===== src/rtl/multi_down_timer_pkg.sv =====
// rtl/multi_down_timer_pkg.sv - shared state encoding and mode constants for the multi-channel timer
package multi_down_timer_pkg;

    typedef enum logic [1:0] {
        ST_IDLE = 2'd0,
        ST_RUN  = 2'd1,
        ST_DONE = 2'd2
    } state_t;

    localparam logic MODE_PERIODIC = 1'b0;
    localparam logic MODE_ONESHOT  = 1'b1;

endpackage


===== src/rtl/multi_down_timer_channel.sv =====
// rtl/multi_down_timer_channel.sv - one reloading down-counter channel with mode, state and pending flag
module timer_channel
    import multi_down_timer_pkg::*;
#(
    parameter int WIDTH = 6
) (
    input  logic             i_clk,
    input  logic             i_rst,
    input  logic             i_wr_en,
    input  logic [WIDTH-1:0] i_wr_data,
    input  logic             i_wr_mode,
    input  logic             i_restart,
    input  logic             i_en,
    input  logic             i_irq_clr,
    output logic [WIDTH-1:0] o_cnt,
    output logic             o_tc,
    output logic             o_done,
    output logic             o_pend
);

    state_t           r_state;
    state_t           w_state_nxt;
    logic [WIDTH-1:0] r_cnt;
    logic [WIDTH-1:0] r_reload;
    logic             r_mode;
    logic             r_pend;
    logic [WIDTH-1:0] w_eff_reload;
    logic             w_at_zero;
    logic             w_tc;

    // A same-cycle write to this channel is forwarded into a restart.
    assign w_eff_reload = i_wr_en ? i_wr_data : r_reload;
    assign w_at_zero    = (r_cnt == '0);

    always_ff @(posedge i_clk or posedge i_rst) begin
        if (i_rst) begin
            r_state <= ST_IDLE;
        end else begin
            r_state <= w_state_nxt;
        end
    end

    always_comb begin
        w_state_nxt = r_state;
        if (i_restart) begin
            w_state_nxt = ST_RUN;
        end else if (w_tc && (r_mode == MODE_ONESHOT)) begin
            w_state_nxt = ST_DONE;
        end
    end

    always_comb begin
        w_tc   = (r_state == ST_RUN) && i_en && w_at_zero;
        o_done = (r_state == ST_DONE);
    end

    always_ff @(posedge i_clk or posedge i_rst) begin
        if (i_rst) begin
            r_reload <= '0;
            r_mode   <= MODE_PERIODIC;
            r_cnt    <= '0;
            r_pend   <= 1'b0;
        end else begin
            if (i_wr_en) begin
                r_reload <= i_wr_data;
                r_mode   <= i_wr_mode;
            end
            if (i_restart) begin
                r_cnt <= w_eff_reload;
            end else if (w_tc) begin
                r_cnt <= (r_mode == MODE_ONESHOT) ? '0 : r_reload;
            end else if ((r_state == ST_RUN) && i_en) begin
                r_cnt <= r_cnt - 1'b1;
            end
            if (w_tc) begin
                r_pend <= 1'b1;
            end else if (i_irq_clr) begin
                r_pend <= 1'b0;
            end
        end
    end

    assign o_cnt  = r_cnt;
    assign o_tc   = w_tc;
    assign o_pend = r_pend;

endmodule


===== src/rtl/multi_down_timer.sv =====
// rtl/multi_down_timer.sv - NCH independent reloading down-timers with shared write port and irq
module multi_down_timer
    import multi_down_timer_pkg::*;
#(
    parameter int WIDTH = 6,
    parameter int NCH   = 4,
    parameter int CHW   = (NCH > 1) ? $clog2(NCH) : 1
) (
    input  logic               i_clk,
    input  logic               i_rst,
    input  logic               i_wr_en,
    input  logic [CHW-1:0]     i_wr_ch,
    input  logic [WIDTH-1:0]   i_wr_data,
    input  logic               i_wr_mode,
    input  logic [NCH-1:0]     i_restart,
    input  logic [NCH-1:0]     i_en,
    input  logic [NCH-1:0]     i_irq_clr,
    output logic [NCH*WIDTH-1:0] o_cnt,
    output logic [NCH-1:0]     o_tc,
    output logic [NCH-1:0]     o_done,
    output logic [NCH-1:0]     o_pend,
    output logic               o_irq
);

    logic [NCH-1:0] w_wr_sel;

    for (genvar g = 0; g < NCH; g++) begin : g_ch
        // Channel numbers at or above NCH never match, so such writes are dropped.
        assign w_wr_sel[g] = i_wr_en && (i_wr_ch == CHW'(g));

        timer_channel #(
            .WIDTH(WIDTH)
        ) u_ch (
            .i_clk     (i_clk),
            .i_rst     (i_rst),
            .i_wr_en   (w_wr_sel[g]),
            .i_wr_data (i_wr_data),
            .i_wr_mode (i_wr_mode),
            .i_restart (i_restart[g]),
            .i_en      (i_en[g]),
            .i_irq_clr (i_irq_clr[g]),
            .o_cnt     (o_cnt[g*WIDTH +: WIDTH]),
            .o_tc      (o_tc[g]),
            .o_done    (o_done[g]),
            .o_pend    (o_pend[g])
        );
    end

    assign o_irq = |o_pend;

endmodule


===== config.mk =====
export PLATFORM = sky130hd
export DESIGN_NAME = multi_down_timer
export DESIGN_NICKNAME = d
export VERILOG_FILES = /design/src/rtl/multi_down_timer_pkg.sv /design/src/rtl/multi_down_timer_channel.sv /design/src/rtl/multi_down_timer.sv
export SDC_FILE = /design/constraint.sdc
export NUM_CORES = 1
export LEC_CHECK = 0
export BUFFER_PORTS_ARGS = -buffer_cell sky130_fd_sc_hd__buf_2
export CAP_MARGIN = 20
export CELL_PAD_IN_SITES_DETAIL_PLACEMENT = 1
export CELL_PAD_IN_SITES_GLOBAL_PLACEMENT = 1
export CORE_UTILIZATION = 47
export DETAILED_ROUTE_END_ITERATION = 16
export PLACE_DENSITY_LB_ADDON = 0.15
export SYNTH_ARGS = -nofsm -noshare
export SYNTH_HDL_FRONTEND = slang
export SYNTH_SLANG_ARGS = --single-unit

===== constraint.sdc =====
create_clock -name i_clk -period 3.2 [get_ports i_clk]
set_input_delay 0.32 -clock i_clk [delete_from_list [all_inputs] [get_ports i_clk]]
set_output_delay 0.32 -clock i_clk [all_outputs]
set_load 0.02 [all_outputs]

==> impl.org <==
** Status
- Run status :: finished clean

** Clock tree
- Once the clock tree was built, the setup fixing pass inserted 0 buffers.
- Clock sink count :: 64
- Master cell of the clock root buffer :: clkbuf_8
- Clock-pin slew was measured on the worst setup and hold paths at 0.07 ns.
- The number of clock buffers added by TritonCTS is 9.
- The H-tree generated during clock tree synthesis spans 3 levels.
- CTS tree :: built
- Buffer levels on the longest clock path :: 2
- Count of instances resized after the clock tree is built :: 0
- In this run, post-CTS hold repair placed 0 buffers.
- At the later pin of the worst-skew pair, clock insertion delay measures 0.34 ns.

** Layout
- Layout cells sized above 1 :: 27.80%
- The finished layout holds 509 standard cells, fillers aside.
- From synthesis to final layout, the design area changed by 13.70%.
- Cells fill 55.66% of the core in the end.
- The repair_antennas step left the layout with diodes totalling 0.
- For this run, the post-layout net count is 437.

** Timing
- Largest clock skew in the final design :: 0.007441 ns
- Setup_tns :: 0 ns
- Post-route minimum period :: 2.288 ns
- The final critical path takes up 71.50% of the cycle.
- Final hold violation count :: 0
- Setup repair after global routing missed its margin :: false
- For the pin with the worst max-slew slack, the measured transition is 0.5428 ns.
- Headroom to the max-slew limit came out at 63.78%.
- Slew Viols, Final :: 0
- Static timing analysis puts the maximum clock frequency at 437.1 MHz.
- Across all hold checks on the routed design, the worst slack comes to 0.002516 ns.
- Setup violations remaining at the end of the flow were counted as 0.

** Critical path
- Required arrival time at the worst endpoint :: 2.88 ns
- The worst setup path is of the flop to output port kind.
- On the critical path, the stage with the largest delay is an instance of dfrtp_1.
- Crit Path Max Fanout :: 5
- Walking the worst path, the cells encountered are inv_1, ha_1, nor2b_1, nand2_1, nor2_1, buf_2.
- CP Capture Type :: output port
- Worst Path Arrival :: 1.97 ns
- On the worst path, the slowest cell contributes a delay of 0.43 ns.
- Type of element launching the critical path :: flop

** Global route
- Across every metal layer, demand over resource in global routing totals 25.36%.
- The number of antenna violations at the first check in global routing was 0.
- Entering global routing, the biggest net connects 26 pins.
- The first global-routing pass estimated 14940 um of wire.
- After global routing the overflow that remains totals 0.
- The via count of the first global-routing pass is 2942.

** Place
- In this run the tool buffered the top-level ports with 60 buffer cells.
- Placed Instances :: 493
- HPWL after detailed placement :: 6811 um
- At the end of routability-driven placement, the weighted congestion stood at 0.8713.

** Floorplan
- Horizontal extent of the die :: 89.38 um
- The floorplan step set the die height to 89.38 um.
- The die covers 7989 um2.
- For this design the top-level I/O count stands at 61.
- Number of rows created at floorplan :: 31
- Initial standard-cell utilization of the core :: 48.95%
- The core region is 7331 um2.

** Power
- IR analysis of the VDD net gives a maximum drop of 301.4 uV.
- Power density normalized to cell area :: 625.2 nW/um2
- The analysis attributes to cell leakage a power of 1.879 nW.

** Worst hold path
- Worst min path class :: input pin to async pin

** Synthesis
- The synthesized design contains 64 register bits.
- Asr flop ratio synth :: 100.0%
- Yosys cell types :: 56
- Total number of yosys warnings :: 0
- When the netlist entered floorplanning its net count stood at 382.
- Yosys mapped a number of flops with a built-in enable equal to 0.
- Dividing the synthesized area by the synthesized cell count gives 10.25 um2.
- Post-Syn Instances :: 350
- Share of synthesized area occupied by flip-flops and latches :: 44.63%
- For this run, the leading register cell type out of synthesis is dfrtp_1.
- In this run the cell area of the synthesized design comes to 3588 um2.

** Routing
- Via/cell ratio :: 5.729
- Dividing the detail-routed wire length by the instance count gives 18.22 um.
- Before antenna repair, the detailed router went through 4 iterations.
- Number of nets with antenna violations after detailed routing :: 0
- After detailed routing, the number of remaining DRC violations is 0.
- The final route contains 2916 vias.
- After the first detailed-routing iteration, the DRC count stood at 101.
- Summed over all layers, the routed wires come to 9275 um.

** Run
- Max Cap Violations :: 0
cells by family after synthesis:
kind of cell	Yosys count	share of synthesized area, %
adders and majority gates	8	2.790
muxes	37	11.86
DFF	64	44.63
buffers and inverters	44	5.893
xor gates and xnor gates	7	1.709
and+or+nand+nor	110	17.92
AOI/OAI and AO/OA	80	15.20
registers in the layout, summed over array words and instances, names as in the netlist:
name                count
g_ch.u_ch.r_mode        4
g_ch.u_ch.r_reload     24
g_ch.u_ch.r_state       8
g_ch.u_ch.o_cnt        24
g_ch.u_ch.o_pend        4
placed cells by master, fill, tap and decap left out, types with 8 or more instances in the layout:
cell       n
o21ai_0   10
dfrtp_1   64
nor2_1    18
buf_2     60
inv_1     24
ha_1       8
nand2_1   29
clkbuf_8  10
a21oi_1   23
mux2i_1    8
nor2b_1   11
nor3_1    10
mux2_2    23
Yosys cell counts (all sizes together) (4+ instances only):
cell	count	area, um2
clkbuf	5	18.77
dfrtp	64	1602
nand2	29	108.9
nand3	8	55.05
ha	8	100.1
nor3	13	86.34
inv	26	97.59
nand3b	8	72.57
a31oi	5	31.28
a21oi	23	115.1
nor2b	11	68.82
o311ai	4	35.03
mux2	29	345.3
mux2i	8	80.08
nor2	18	67.56
o31ai	5	37.54
xnor2	7	61.31
nand4	4	25.02
o21ai	12	60.06
nand2b	4	25.02
buf	13	95.09
a21o	7	52.55
path summary, 6_finish.rpt:
kind | slack, ns | start | endpoint | depth (start not counted)
worst max register to register | 1.20 | g_ch[2].u_ch.o_cnt[0] | g_ch[2].u_ch.o_cnt[0] | 6
worst max-delay path | 0.91 | g_ch[2].u_ch.o_cnt[0] | o_tc[2] | 6
worst min register to register | 0.52 | g_ch[2].u_ch.r_reload[0] | g_ch[2].u_ch.r_reload[0] | 1
max in group asynchronous | 2.50 | i_rst | g_ch[2].u_ch.r_mode | 3
worst min-delay path | 0.003 | i_rst | g_ch[2].u_ch.r_reload[0] | 2
min in group i_clk | 0.18 | i_irq_clr[2] | g_ch[2].u_ch.o_pend | 2
report_power, final:
part | switching, mW | internal (mW) | total [mW]
combinational | 0.471 | 0.347 | 0.818
sequential | 0.161 | 0.950 | 1.11
clock | 0.322 | 0.301 | 0.623
routing by layer:
metal	vias to the layer above	global-route usage (%)	wire, um
met3	16	3.509	248
li1	1371	-	-
met1	1464	34.89	4431
met4	0	10.97	199
met5	-	0	0
met2	65	40.18	4397
cell type report:
type	instances	area (um2)
Fill cell	846	3251
Multi-Input combinational cell	242	1775
Sequential cell	64	1602
Timing Repair Buffer	62	315.3
Clock buffer	13	148.9
Tap cell	99	123.9
Inverter	26	97.59
Clock inverter	3	17.52
critical path, delay by kind of cell (launching register included):
family,cells,cell delay (ns)
adders and majority gates,1,0.21
DFF,1,0.43
buffers and inverters,2,0.33
and+or+nand+nor,3,0.67
through the flow:
| step | cell area (um2) | power [mW] | worst slack, ns |
|---|---|---|---|
| floorplan | 3588 | 1.684 | 1.282 |
| global placement | 3914 | 1.908 | 1.360 |
| detailed placement | 3914 | 1.938 | 1.237 |
| CTS | 4080 | 2.566 | 0.9064 |
| global route | 4080 | 2.702 | 0.7217 |
| finish | 4080 | 2.551 | 0.9121 |
Power figures use the tool's default switching activity.
